==> src/rtl/mips_pkg.sv <==
// Shared types and constants for the MIPS core front end.
package mips_pkg;

   localparam int unsigned XLEN = 32;

   typedef logic [XLEN-1:0] word_t;

   localparam word_t RESET_PC_DEFAULT = 32'h0000_0000;
   localparam word_t NOP_INSTR        = 32'h0000_0000;

   typedef enum logic [1:0] {
      IDLE,
      REQ,
      HOLD,
      DRAIN
   } fetch_state_e;

   // One IF/ID entry: the instruction plus its PC and fall-through PC.
   typedef struct packed {
      word_t instr;
      word_t pc;
      word_t pc4;
   } if_id_t;

   function automatic word_t word_align(input word_t addr);
      return addr & ~word_t'(3);
   endfunction

endpackage

==> src/rtl/mips_fetch_stage_if.sv <==
// Fetch-stage bus: instruction-memory handshake, decode control and IF/ID outputs.
interface mips_fetch_stage_if;
   import mips_pkg::*;

   logic  imem_req;
   word_t imem_addr;
   logic  imem_ack;
   word_t imem_rdata;
   logic  id_stall;
   logic  redirect_valid;
   word_t redirect_pc;
   logic  if_id_valid;
   word_t if_id_instr;
   word_t if_id_pc;
   word_t if_id_pc4;

   modport master (
      output imem_req,
      output imem_addr,
      input  imem_ack,
      input  imem_rdata,
      input  id_stall,
      input  redirect_valid,
      input  redirect_pc,
      output if_id_valid,
      output if_id_instr,
      output if_id_pc,
      output if_id_pc4
   );

   modport slave (
      input  imem_req,
      input  imem_addr,
      output imem_ack,
      output imem_rdata,
      output id_stall,
      output redirect_valid,
      output redirect_pc,
      input  if_id_valid,
      input  if_id_instr,
      input  if_id_pc,
      input  if_id_pc4
   );

endinterface

==> src/rtl/mips_if_id_reg.sv <==
// IF/ID pipeline register with a one-entry skid that catches a word acked
// while decode is stalled.
module mips_if_id_reg
   import mips_pkg::*;
(
   input  logic   clk,
   input  logic   rst_n,
   input  logic   load_fetch_i,
   input  logic   load_skid_i,
   input  logic   skid_wr_i,
   input  logic   flush_i,
   input  logic   consume_i,
   input  word_t  fetch_instr_i,
   input  word_t  fetch_pc_i,
   output logic   valid_o,
   output if_id_t data_o
);

   if_id_t slot_q, slot_d;
   if_id_t skid_q, skid_d;
   logic   valid_q, valid_d;
   logic   skid_valid_q, skid_valid_d;
   if_id_t fetch_word;

   always_ff @(posedge clk or negedge rst_n) begin
      if (!rst_n) begin
         slot_q       <= '{instr: NOP_INSTR, pc: '0, pc4: '0};
         skid_q       <= '{instr: NOP_INSTR, pc: '0, pc4: '0};
         valid_q      <= 1'b0;
         skid_valid_q <= 1'b0;
      end else begin
         slot_q       <= slot_d;
         skid_q       <= skid_d;
         valid_q      <= valid_d;
         skid_valid_q <= skid_valid_d;
      end
   end

   // Later assignments take priority: flush overrides every load.
   always_comb begin
      fetch_word.instr = fetch_instr_i;
      fetch_word.pc    = fetch_pc_i;
      fetch_word.pc4   = fetch_pc_i + 32'd4;
      slot_d           = slot_q;
      skid_d           = skid_q;
      valid_d          = valid_q;
      skid_valid_d     = skid_valid_q;
      if (consume_i) begin
         valid_d = 1'b0;
      end
      if (skid_wr_i) begin
         skid_d       = fetch_word;
         skid_valid_d = 1'b1;
      end
      if (load_fetch_i) begin
         slot_d  = fetch_word;
         valid_d = 1'b1;
      end
      if (load_skid_i) begin
         slot_d       = skid_q;
         valid_d      = skid_valid_q;
         skid_valid_d = 1'b0;
      end
      if (flush_i) begin
         valid_d      = 1'b0;
         skid_valid_d = 1'b0;
      end
   end

   assign valid_o = valid_q;
   assign data_o  = slot_q;

endmodule

==> src/rtl/mips_fetch_stage.sv <==
// Instruction fetch stage: owns the PC, runs the imem req/ack handshake and
// feeds decode through the IF/ID register, honouring stalls and redirects.
module mips_fetch_stage
   import mips_pkg::*;
#(
   parameter word_t RESET_PC = RESET_PC_DEFAULT
) (
   input  logic               clk,
   input  logic               rst_n,
   mips_fetch_stage_if.master fetch_bus
);

   fetch_state_e state_q, state_d;
   word_t        pc_q, pc_d;
   word_t        target_q, target_d;
   word_t        redirect_tgt;
   logic         slot_free;
   logic         load_fetch;
   logic         load_skid;
   logic         skid_wr;
   logic         flush;
   logic         if_id_valid;
   if_id_t       if_id_data;

   assign redirect_tgt = word_align(fetch_bus.redirect_pc);
   assign slot_free    = !if_id_valid || !fetch_bus.id_stall;

   always_ff @(posedge clk or negedge rst_n) begin
      if (!rst_n) begin
         state_q  <= IDLE;
         pc_q     <= RESET_PC;
         target_q <= RESET_PC;
      end else begin
         state_q  <= state_d;
         pc_q     <= pc_d;
         target_q <= target_d;
      end
   end

   always_comb begin
      state_d    = state_q;
      pc_d       = pc_q;
      target_d   = target_q;
      load_fetch = 1'b0;
      load_skid  = 1'b0;
      skid_wr    = 1'b0;
      flush      = 1'b0;
      unique case (state_q)
         IDLE: begin
            state_d = REQ;
         end
         REQ: begin
            if (fetch_bus.redirect_valid) begin
               flush = 1'b1;
               if (fetch_bus.imem_ack) begin
                  pc_d = redirect_tgt;
               end else begin
                  // Memory still owns the old request; finish it before switching.
                  target_d = redirect_tgt;
                  state_d  = DRAIN;
               end
            end else if (fetch_bus.imem_ack) begin
               pc_d = pc_q + 32'd4;
               if (slot_free) begin
                  load_fetch = 1'b1;
               end else begin
                  skid_wr = 1'b1;
                  state_d = HOLD;
               end
            end
         end
         HOLD: begin
            if (fetch_bus.redirect_valid) begin
               flush   = 1'b1;
               pc_d    = redirect_tgt;
               state_d = REQ;
            end else if (!fetch_bus.id_stall) begin
               load_skid = 1'b1;
               state_d   = REQ;
            end
         end
         DRAIN: begin
            if (fetch_bus.redirect_valid) begin
               flush    = 1'b1;
               target_d = redirect_tgt;
            end
            if (fetch_bus.imem_ack) begin
               pc_d    = fetch_bus.redirect_valid ? redirect_tgt : target_q;
               state_d = REQ;
            end
         end
         default: begin
            state_d = IDLE;
         end
      endcase
   end

   assign fetch_bus.imem_req  = (state_q == REQ) || (state_q == DRAIN);
   assign fetch_bus.imem_addr = pc_q;

   mips_if_id_reg u_if_id (
      .clk           (clk),
      .rst_n         (rst_n),
      .load_fetch_i  (load_fetch),
      .load_skid_i   (load_skid),
      .skid_wr_i     (skid_wr),
      .flush_i       (flush),
      .consume_i     (!fetch_bus.id_stall),
      .fetch_instr_i (fetch_bus.imem_rdata),
      .fetch_pc_i    (pc_q),
      .valid_o       (if_id_valid),
      .data_o        (if_id_data)
   );

   assign fetch_bus.if_id_valid = if_id_valid;
   assign fetch_bus.if_id_instr = if_id_data.instr;
   assign fetch_bus.if_id_pc    = if_id_data.pc;
   assign fetch_bus.if_id_pc4   = if_id_data.pc4;

endmodule

==> src/flat_wrapper.sv <==
// flat-port wrapper written by rule: the top's interface ports become plain ports
module mips_fetch_stage_flat import mips_pkg::*;
#(
   parameter word_t RESET_PC = RESET_PC_DEFAULT
)
  (clk, rst_n, fetch_bus_imem_req, fetch_bus_imem_addr, fetch_bus_imem_ack, fetch_bus_imem_rdata, fetch_bus_id_stall, fetch_bus_redirect_valid, fetch_bus_redirect_pc, fetch_bus_if_id_valid, fetch_bus_if_id_instr, fetch_bus_if_id_pc, fetch_bus_if_id_pc4);
  mips_fetch_stage_if fetch_bus_i ();
  input  logic clk;
  input  logic rst_n;
  output wire logic [$bits(fetch_bus_i.imem_req)-1:0] fetch_bus_imem_req;
  output wire logic [$bits(fetch_bus_i.imem_addr)-1:0] fetch_bus_imem_addr;
  input wire logic [$bits(fetch_bus_i.imem_ack)-1:0] fetch_bus_imem_ack;
  input wire logic [$bits(fetch_bus_i.imem_rdata)-1:0] fetch_bus_imem_rdata;
  input wire logic [$bits(fetch_bus_i.id_stall)-1:0] fetch_bus_id_stall;
  input wire logic [$bits(fetch_bus_i.redirect_valid)-1:0] fetch_bus_redirect_valid;
  input wire logic [$bits(fetch_bus_i.redirect_pc)-1:0] fetch_bus_redirect_pc;
  output wire logic [$bits(fetch_bus_i.if_id_valid)-1:0] fetch_bus_if_id_valid;
  output wire logic [$bits(fetch_bus_i.if_id_instr)-1:0] fetch_bus_if_id_instr;
  output wire logic [$bits(fetch_bus_i.if_id_pc)-1:0] fetch_bus_if_id_pc;
  output wire logic [$bits(fetch_bus_i.if_id_pc4)-1:0] fetch_bus_if_id_pc4;
  assign fetch_bus_imem_req = fetch_bus_i.imem_req;
  assign fetch_bus_imem_addr = fetch_bus_i.imem_addr;
  assign fetch_bus_i.imem_ack = fetch_bus_imem_ack;
  assign fetch_bus_i.imem_rdata = fetch_bus_imem_rdata;
  assign fetch_bus_i.id_stall = fetch_bus_id_stall;
  assign fetch_bus_i.redirect_valid = fetch_bus_redirect_valid;
  assign fetch_bus_i.redirect_pc = fetch_bus_redirect_pc;
  assign fetch_bus_if_id_valid = fetch_bus_i.if_id_valid;
  assign fetch_bus_if_id_instr = fetch_bus_i.if_id_instr;
  assign fetch_bus_if_id_pc = fetch_bus_i.if_id_pc;
  assign fetch_bus_if_id_pc4 = fetch_bus_i.if_id_pc4;
  mips_fetch_stage #(.RESET_PC(RESET_PC)) u_core (.clk(clk), .rst_n(rst_n), .fetch_bus(fetch_bus_i));
endmodule
==> config.mk <==
export PLATFORM = sky130hd
export DESIGN_NAME = mips_fetch_stage_flat
export DESIGN_NICKNAME = d
export VERILOG_FILES = /design/src/rtl/mips_pkg.sv /design/src/rtl/mips_fetch_stage_if.sv /design/src/rtl/mips_if_id_reg.sv /design/src/rtl/mips_fetch_stage.sv /design/src/flat_wrapper.sv
export SDC_FILE = /design/constraint.sdc
export NUM_CORES = 1
export LEC_CHECK = 0
export ABC_AREA = 1
export BUFFER_PORTS_ARGS = -buffer_cell sky130_fd_sc_hd__clkbuf_2
export CAP_MARGIN = 20
export CORE_UTILIZATION = 45
export DETAILED_ROUTE_END_ITERATION = 8
export GPL_TIMING_DRIVEN = 0
export HOLD_SLACK_MARGIN = 0.08
export PLACE_DENSITY = 0.66
export SLEW_MARGIN = 20
export SYNTH_ARGS = -nofsm -noshare
export SYNTH_HDL_FRONTEND = slang
export SYNTH_SLANG_ARGS = --single-unit
==> constraint.sdc <==
create_clock -name clk -period 2.3 [get_ports clk]
set_clock_uncertainty 0.05 [all_clocks]
set_input_delay 0.115 -clock clk [delete_from_list [all_inputs] [get_ports clk]]
set_output_delay 0.115 -clock clk [all_outputs]
set_load 0.005 [all_outputs]
==> summary.json, run 1 <==
{
  "netlist.area_leader.share": {"value": 53.9, "unit": "%"},
  "worst-endpoint-arrival": {"value": 2.58, "unit": "ns"},
  "wl_met2": {"value": 17700, "unit": "µm"},
  "drcViolationCount": {"value": 2},
  "multiInputGateArea": {"value": 4490, "unit": "µm²"},
  "pin_count": {"value": 199},
  "asyncSetResetFlopFracSynth": {"value": 100, "unit": "%"},
  "register_area": {"value": 6410, "unit": "µm²"},
  "power_per_cell_area": {"value": 1240, "unit": "nW/µm²"},
  "initial_core_utilization": {"value": 45.7, "unit": "%"},
  "switchingPower": {"value": 6.87, "unit": "mW"},
  "post-synth-top-count-cell": {"value": "sky130_fd_sc_hd__nand2_1"},
  "met1Wirelength": {"value": 17100, "unit": "µm"},
  "clkTransAtPathRegs": {"value": 0.06, "unit": "ns"},
  "yosysTopAreaCell": {"value": "sky130_fd_sc_hd__dfrtp_1"},
  "top_signal_layer_used": {"value": "met4"},
  "grt_overflow": {"value": 0},
  "final-setup-viol-count": {"value": 0},
  "htree_levels": {"value": 1},
  "syn2layout_area_growth": {"value": 27.0, "unit": "%"},
  "cts.root.buffer_cell": {"value": "sky130_fd_sc_hd__clkbuf_16"},
  "run_status": {"value": "finished with violations"},
  "first_global_vias": {"value": 10509},
  "cts-buffers-inserted": {"value": 28},
  "syn_area": {"value": 11900, "unit": "µm²"},
  "drv_cap": {"value": 0},
  "hold_viol_final": {"value": 0},
  "insertion_delay": {"value": 0.55, "unit": "ns"},
  "internal_power_of_the_cells": {"value": 11.8, "unit": "mW"},
  "yosys_warnings": {"value": 0},
  "layout_min_cycle_time": {"value": 2.20, "unit": "ns"},
  "worst-path-max-fanout": {"value": 7},
  "crit_required": {"value": 2.68, "unit": "ns"},
  "failed_checks": {"value": "DRC"},
  "post_detailed_placement_half_perimeter_wirelength": {"value": 28100, "unit": "µm"},
  "ys_top_cells_by_area": {"value": "sky130_fd_sc_hd__dfrtp_1, sky130_fd_sc_hd__nand2_1, sky130_fd_sc_hd__nor2_1"},
  "setup-tns-final": {"value": 0, "unit": "ns"},
  "drt_pass1_iterations": {"value": 7},
  "share_of_layout_cells_above_drive_strength_1": {"value": 20.1, "unit": "%"},
  "largest_net_degree_at_the_start_of_global_routing": {"value": 76},
  "wl_met3": {"value": 2590, "unit": "µm"},
  "ys.flop_type": {"value": "sky130_fd_sc_hd__dfrtp_1"},
  "syn_area_per_cell": {"value": 8.31, "unit": "µm²"},
  "worst-slew-pin-transition": {"value": 0.681, "unit": "ns"},
  "start_kind": {"value": "flop"},
  "synth.cells.most_frequent": {"value": "sky130_fd_sc_hd__nand2_1, sky130_fd_sc_hd__dfrtp_1, sky130_fd_sc_hd__nor2_1"},
  "synth_seq_area_share": {"value": 53.9, "unit": "%"},
  "power.switching_fraction": {"value": 36.7, "unit": "%"},
  "routed_via_density": {"value": 5.30},
  "share_comb_of_total_power": {"value": 32.2, "unit": "%"},
  "min_period_over_period": {"value": 95.7, "unit": "%"},
  "routability_driven_placement_congestion_ratio": {"value": 0.915},
  "slew-limit-headroom": {"value": 54.6, "unit": "%"},
  "drt_iter0_markers": {"value": 1043},
  "synth.ff_latch_count": {"value": 256},
  "fmax": {"value": 454, "unit": "MHz"},
  "p_clk_share": {"value": 25.5, "unit": "%"},
  "clock_tree.buffer_depth": {"value": 3},
  "crit_type": {"value": "reg2reg"},
  "cts_setup_buffers": {"value": 0},
  "number_of_nets_produced_by_synthesis": {"value": 1500},
  "vdd_drop_max": {"value": 0.773, "unit": "mV"},
  "grt_pass1_wl": {"value": 58600, "unit": "µm"},
  "timing.critical_path.to_type": {"value": "flop"},
  "post_drt_wl_per_cell": {"value": 18.4, "unit": "µm"},
  "netlist-cell-type-count": {"value": 38},
  "clock_sinks": {"value": 256},
  "die_h": {"value": 164, "unit": "µm"},
  "fillCellCount": {"value": 2413},
  "dieArea": {"value": 27000, "unit": "µm²"},
  "number_of_enable_type_register_cells_in_the_synthesized_netlist": {"value": 0},
  "floorplan.core_area": {"value": 26000, "unit": "µm²"},
  "ant_nets": {"value": 0},
  "nets": {"value": 1794},
  "floorplan.rows": {"value": 59},
  "leakagePower": {"value": 7.52, "unit": "nW"},
  "netlist_instances": {"value": 1430},
  "detail_route.wirelength": {"value": 38300, "unit": "µm"},
  "n_antenna_cell": {"value": 0},
  "gr-usage-all-layers": {"value": 28.3, "unit": "%"},
  "place.port_buffers": {"value": 195},
  "die_width": {"value": 164, "unit": "µm"},
  "pwr-share-seq": {"value": 42.3, "unit": "%"},
  "antenna_violations_before_repair": {"value": 0},
  "drv_slew": {"value": 0},
  "total_power": {"value": 18.7, "unit": "mW"},
  "tritoncts": {"value": "done"},
  "via_count": {"value": 11033},
  "hp-class": {"value": "in2reg"},
  "unrepaired_setup_endpoints_after_global_routing": {"value": "yes"}
}
==> repair_timing <==
action / 4_1_cts / 5_1_grt
resized for setup: 3 / 17
pin swaps: 0 / 0
hold buffers: 66 / 0
endpoints found under the hold margin: 310 / 0
endpoints found under the setup margin: 5 / 58
==> per-stage QoR <==
| step | hold WS [ns] | worst slack (ns) | instance area [µm²] | instances | utilization (%) |
|---|---|---|---|---|---|
| finish | 0.105 | 0.0993 | 15100 | 2080 | 58.0 |
| global route | 0.150 | -0.0398 | 15100 | 2080 | 58.0 |
| CTS | 0.0817 | 0.00830 | 15000 | 2080 | 57.8 |
| detailed placement | 0.0726 | -0.0422 | 13400 | 1963 | 51.4 |
| global placement | 0.288 | -4.30 | 13300 | 1960 | 51.1 |
| floorplan | -0.231 | 0.540 | 11900 | 1430 | - |
==> per-layer routing <==
metal,vias to the layer above,global-route usage [%]
met5,-,0
met4,0,7.71
met3,61,3.44
met2,427,45.6
met1,5293,40.3
li1,5252,-
==> cell usage in the layout, fill, tap and decap left out, drive strengths merged, types with 4 or more instances in the layout <==
cell type,count
a211oi,6
a21oi,75
a22oi,7
buf,79
bufinv,4
clkbuf,268
clkinv,11
dfrtp,256
dlygate4sd3,66
inv,115
nand2,439
nand3,21
nor2,136
o211ai,31
o21ai,115
o221ai,20
o22ai,67
xor2,14
==> logic make-up (layout without fill, tap and decap cells) <==
| group | Yosys count | count (layout) | synth area share, % |
|---|---|---|---|
| AND/OR/NAND/NOR | 602 | 602 | 19.6 |
| AO/OA/AOI/OAI | 328 | 328 | 16.4 |
| flip-flops | 256 | 256 | 53.9 |
| buffers and inverters | 228 | 543 | 8.85 |
| XOR/XNOR | 15 | 15 | 1.11 |
| adder cells (fa/ha/maj) | 1 | 1 | 0.105 |
==> final timing paths <==
path,endpoint,cells after the start,from,slack [ns]
max,u_core.fetch_bus.imem_addr[15],8,u_core.fetch_bus.imem_addr[14],0.1
min,u_core.target_q[31],4,fetch_bus_redirect_valid,0.10
max reg2reg,u_core.fetch_bus.imem_addr[15],8,u_core.fetch_bus.imem_addr[14],0.1
min reg2reg,u_core.u_if_id.skid_q[82],2,u_core.u_if_id.skid_q[82],0.42
max in group asynchronous,u_core.u_if_id.skid_q[19],5,rst_n,0.55
min in group asynchronous,u_core.u_if_id.skid_q[77],3,rst_n,0.59
==> registers in the layout (all words and copies together), names as in the netlist <==
signal                       cells
u_core.u_if_id.skid_valid_q      1
u_core.u_if_id.valid_o           1
u_core.u_if_id.data_o           94
u_core.u_if_id.skid_q           94
u_core.target_q                 32
u_core.fetch_bus.imem_addr      32
u_core.state_q                   2
==> final cells by class <==
class                           instances  area share, %
Buffer                                113           4.14
Clock buffer                           36           5.32
Clock inverter                         15           1.21
Inverter                              115           2.86
Multi-Input combinational cell        946           29.8
Sequential cell                       256           42.5
Tap cell                              335           2.78
Timing Repair Buffer                  264           11.5
==> power by group through the flow <==
stage | combinational (mW) | clock [mW] | sequential, mW
floorplan | 3.45 | 0 | 7.50
global placement | 5.71 | 0 | 7.84
detailed placement | 5.86 | 0 | 7.91
CTS | 5.98 | 4.84 | 7.86
global route | 6.78 | 4.99 | 8.12
finish | 6.03 | 4.77 | 7.90
==> critical path, cell delays in order, from the launching register on <==
cell                      delay [ns]
sky130_fd_sc_hd__dfrtp_1        0.61
sky130_fd_sc_hd__nand2_1        0.13
sky130_fd_sc_hd__nor2_1         0.19
sky130_fd_sc_hd__nand2_1        0.07
sky130_fd_sc_hd__nor2_1         0.42
sky130_fd_sc_hd__xor2_2         0.34
sky130_fd_sc_hd__o21ai_0        0.12
sky130_fd_sc_hd__nand3_1        0.09
sky130_fd_sc_hd__nand2_1        0.07
Power figures use the tool's default switching activity.
==> run 2: changes to the inputs <==
--- a/config.mk
+++ b/config.mk
@@ -8,11 +8,12 @@
 export ABC_AREA = 1
 export BUFFER_PORTS_ARGS = -buffer_cell sky130_fd_sc_hd__clkbuf_2
 export CAP_MARGIN = 20
+export CORE_ASPECT_RATIO = 1.5
 export CORE_UTILIZATION = 45
 export DETAILED_ROUTE_END_ITERATION = 8
 export GPL_TIMING_DRIVEN = 0
 export HOLD_SLACK_MARGIN = 0.08
-export PLACE_DENSITY = 0.66
+export PLACE_DENSITY = 0.67
 export SLEW_MARGIN = 20
 export SYNTH_ARGS = -nofsm -noshare
 export SYNTH_HDL_FRONTEND = slang
==> summary.json, run 2 (synthesis gave the netlist of run 1 again) <==
{
  "run_status": {"value": "complete, no violations", "change": "was finished with violations"},
  "grt_pass1_wl": {"value": 59300, "unit": "µm", "change": "was 58600 µm"},
  "cts-buffers-inserted": {"value": 25, "change": "was 28"},
  "crit_type": {"value": "reg2reg", "change": "unchanged"},
  "unrepaired_setup_endpoints_after_global_routing": {"value": "no", "change": "was yes"},
  "floorplan.core_area": {"value": 25900, "unit": "µm²", "change": "was 26000 µm²"},
  "fillCellCount": {"value": 2390, "change": "was 2413"},
  "register_area": {"value": 6410, "unit": "µm²", "change": "about the same"},
  "drt_iter0_markers": {"value": 717, "change": "was 1043"},
  "die_h": {"value": 201, "unit": "µm", "change": "was 164 µm"},
  "critPathSlowestCell": {"value": "sky130_fd_sc_hd__o22ai_1", "change": "was sky130_fd_sc_hd__dfrtp_1"},
  "floorplan.rows": {"value": 72, "change": "was 59"},
  "n_antenna_cell": {"value": 0, "change": "unchanged"},
  "worst-endpoint-arrival": {"value": 2.60, "unit": "ns", "change": "was 2.58 ns"},
  "place.port_buffers": {"value": 195, "change": "unchanged"},
  "slew-limit-headroom": {"value": 53.2, "unit": "%", "change": "was 54.6%"},
  "crit_required": {"value": 2.66, "unit": "ns", "change": "was 2.68 ns"},
  "cts.root.buffer_cell": {"value": "sky130_fd_sc_hd__clkbuf_16", "change": "unchanged"},
  "drcViolationCount": {"value": 0, "change": "was 2"},
  "critical-path-max-stage-delay": {"value": 0.36, "unit": "ns", "change": "was 0.61 ns"},
  "most_common_cell_after_layout_fill_and_taps_aside": {"value": "sky130_fd_sc_hd__nand2_1", "change": "unchanged"},
  "timing.critical_path.to_type": {"value": "flop", "change": "unchanged"},
  "placed_area": {"value": 13300, "unit": "µm²", "change": "was 13400 µm²"},
  "die_width": {"value": 135, "unit": "µm", "change": "was 164 µm"},
  "ant_nets": {"value": 0, "change": "unchanged"},
  "gr-usage-all-layers": {"value": 28.3, "unit": "%", "change": "about the same"},
  "hold_viol_final": {"value": 0, "change": "unchanged"},
  "drv_cap": {"value": 0, "change": "unchanged"},
  "power_per_cell_area": {"value": 1220, "unit": "nW/µm²", "change": "was 1240 nW/µm²"},
  "hp-class": {"value": "in2async", "change": "was in2reg"},
  "routability_driven_placement_congestion_ratio": {"value": 0.925, "change": "was 0.915"},
  "fmax": {"value": 446, "unit": "MHz", "change": "was 454 MHz"},
  "first_global_vias": {"value": 10898, "change": "was 10509"},
  "worst_path_most_repeated_cell": {"value": "sky130_fd_sc_hd__nor2_1", "change": "was sky130_fd_sc_hd__nand2_1"},
  "post-route-util": {"value": 57.7, "unit": "%", "change": "was 58.0%"},
  "drt_pass1_iterations": {"value": 5, "change": "was 7"},
  "tritoncts": {"value": "done", "change": "unchanged"},
  "routed_via_density": {"value": 5.26, "change": "was 5.30"},
  "vdd_drop_max": {"value": 0.617, "unit": "mV", "change": "was 0.773 mV"},
  "multiInputGateArea": {"value": 4480, "unit": "µm²", "change": "was 4490 µm²"},
  "via_count": {"value": 10885, "change": "was 11033"},
  "worst-slew-pin-transition": {"value": 0.702, "unit": "ns", "change": "was 0.681 ns"},
  "share_of_layout_cells_above_drive_strength_1": {"value": 19.8, "unit": "%", "change": "was 20.1%"},
  "clkTransAtPathRegs": {"value": 0.06, "unit": "ns", "change": "about the same"},
  "initial_core_utilization": {"value": 45.9, "unit": "%", "change": "was 45.7%"},
  "pin_count": {"value": 199, "change": "unchanged"},
  "most-common-layout-cells": {"value": "sky130_fd_sc_hd__nand2_1, sky130_fd_sc_hd__dfrtp_1, sky130_fd_sc_hd__clkbuf_2, sky130_fd_sc_hd__nor2_1, sky130_fd_sc_hd__inv_1", "change": "unchanged"},
  "clock_tree.buffer_depth": {"value": 3, "change": "unchanged"},
  "start_kind": {"value": "flop", "change": "unchanged"},
  "clock_sinks": {"value": 256, "change": "unchanged"},
  "detail_route.wirelength": {"value": 37700, "unit": "µm", "change": "was 38300 µm"},
  "syn2layout_area_growth": {"value": 25.5, "unit": "%", "change": "was 27.0%"},
  "placed_cells": {"value": 1960, "change": "was 1963"},
  "nets": {"value": 1789, "change": "was 1794"},
  "htree_levels": {"value": 1, "change": "unchanged"},
  "final_instance_area": {"value": 14900, "unit": "µm²", "change": "was 15100 µm²"},
  "dieArea": {"value": 27100, "unit": "µm²", "change": "was 27000 µm²"},
  "grt_overflow": {"value": 0, "change": "unchanged"},
  "post_drt_wl_per_cell": {"value": 18.2, "unit": "µm", "change": "was 18.4 µm"},
  "drv_slew": {"value": 0, "change": "unchanged"},
  "final-setup-viol-count": {"value": 0, "change": "unchanged"},
  "layout_min_cycle_time": {"value": 2.24, "unit": "ns", "change": "was 2.20 ns"},
  "antenna_violations_before_repair": {"value": 0, "change": "unchanged"},
  "post_detailed_placement_half_perimeter_wirelength": {"value": 28200, "unit": "µm", "change": "was 28100 µm"},
  "layoutNonFillerInstCount": {"value": 2068, "change": "was 2080"},
  "min_period_over_period": {"value": 97.4, "unit": "%", "change": "was 95.7%"},
  "leakagePower": {"value": 7.43, "unit": "nW", "change": "was 7.52 nW"},
  "worst-path-max-fanout": {"value": 10, "change": "was 7"},
  "insertion_delay": {"value": 0.53, "unit": "ns", "change": "was 0.55 ns"},
  "worstPathCellList": {"value": "buf_4, inv_1, nor2_1, nand2_1, buf_2, clkbuf_2, o22ai_1, nor2_1", "change": "was nand2_1, nor2_1, nand2_1, nor2_1, xor2_2, o21ai_0, nand3_1, nand2_1"},
  "largest_net_degree_at_the_start_of_global_routing": {"value": 92, "change": "was 76"},
  "setup-tns-final": {"value": 0, "unit": "ns", "change": "unchanged"}
}
-- run 2: cell types whose count changed in the layout (fill, tap and decap cells not counted), moves of 2 or more --
cell	change
sky130_fd_sc_hd__clkbuf_16	-4
sky130_fd_sc_hd__clkinv_2	-8
sky130_fd_sc_hd__clkbuf_8	+6
sky130_fd_sc_hd__nor2_2	+2
sky130_fd_sc_hd__clkbuf_2	+2
sky130_fd_sc_hd__bufinv_16	-2
-- run 2: cell type report --
class,instances,area share (%)
Multi-Input combinational cell,946,30.0
Timing Repair Buffer,262,11.3
Clock inverter,4,0.487
Sequential cell,256,43.0
Buffer,113,4.20
Inverter,115,2.90
Tap cell,333,2.79
Clock buffer,39,5.29
-- run 2: through the flow --
stage	setup WS (ns)	hold WS, ns	power (mW)
floorplan	0.540	-0.231	11.0
global placement	-4.31	0.285	13.5
detailed placement	-0.0899	0.143	13.7
CTS	0.0144	0.114	18.1
global route	0.000335	0.170	19.3
finish	0.0593	0.117	18.1
-- run 2: report_power, final --
part           switching [mW]  leakage (nW)  total [mW]  internal [mW]
Clock                    1.74         0.423        4.30           2.56
Sequential               1.46          3.11        7.85           6.40
Combinational            3.45          3.89        5.97           2.52
Total                    6.64          7.43        18.1           11.5
-- run 2: path summary, 6_finish.rpt --
path,startpoint,to,slack [ns],cells after the start
setup / recovery,u_core.state_q[1],u_core.u_if_id.data_o[38],0.06,8
hold / removal,rst_n,u_core.target_q[15],0.12,2
setup reg to reg,u_core.state_q[1],u_core.u_if_id.data_o[38],0.06,8
hold reg to reg,u_core.u_if_id.skid_q[76],u_core.u_if_id.skid_q[76],0.43,2
max in group asynchronous,rst_n,u_core.u_if_id.skid_q[18],0.76,4
min in group clk,fetch_bus_redirect_valid,u_core.target_q[31],0.14,5
-- run 2: critical path: cells and delay by family, from the launching register on --
kind	cells	cell delay, ns
flip-flops	1	0.35
AO/OA/AOI/OAI	1	0.36
buffers and inverters	4	0.80
AND/OR/NAND/NOR	3	0.56
-- run 2: per-layer routing --
metal / GRT usage, % / share of wire (%)
met2: 50.8 / 52
met3: 3.06 / 4.1
met4: 11.5 / 3.7
met1: 34.2 / 41
met5: 0 / 0
-- run 2: what timing repair did --
action	4_1_cts	5_1_grt
resized for setup	3	20
hold endpoints to repair	206	0
setup endpoints to repair	6	74
setup buffers	0	0
hold buffers	65	0
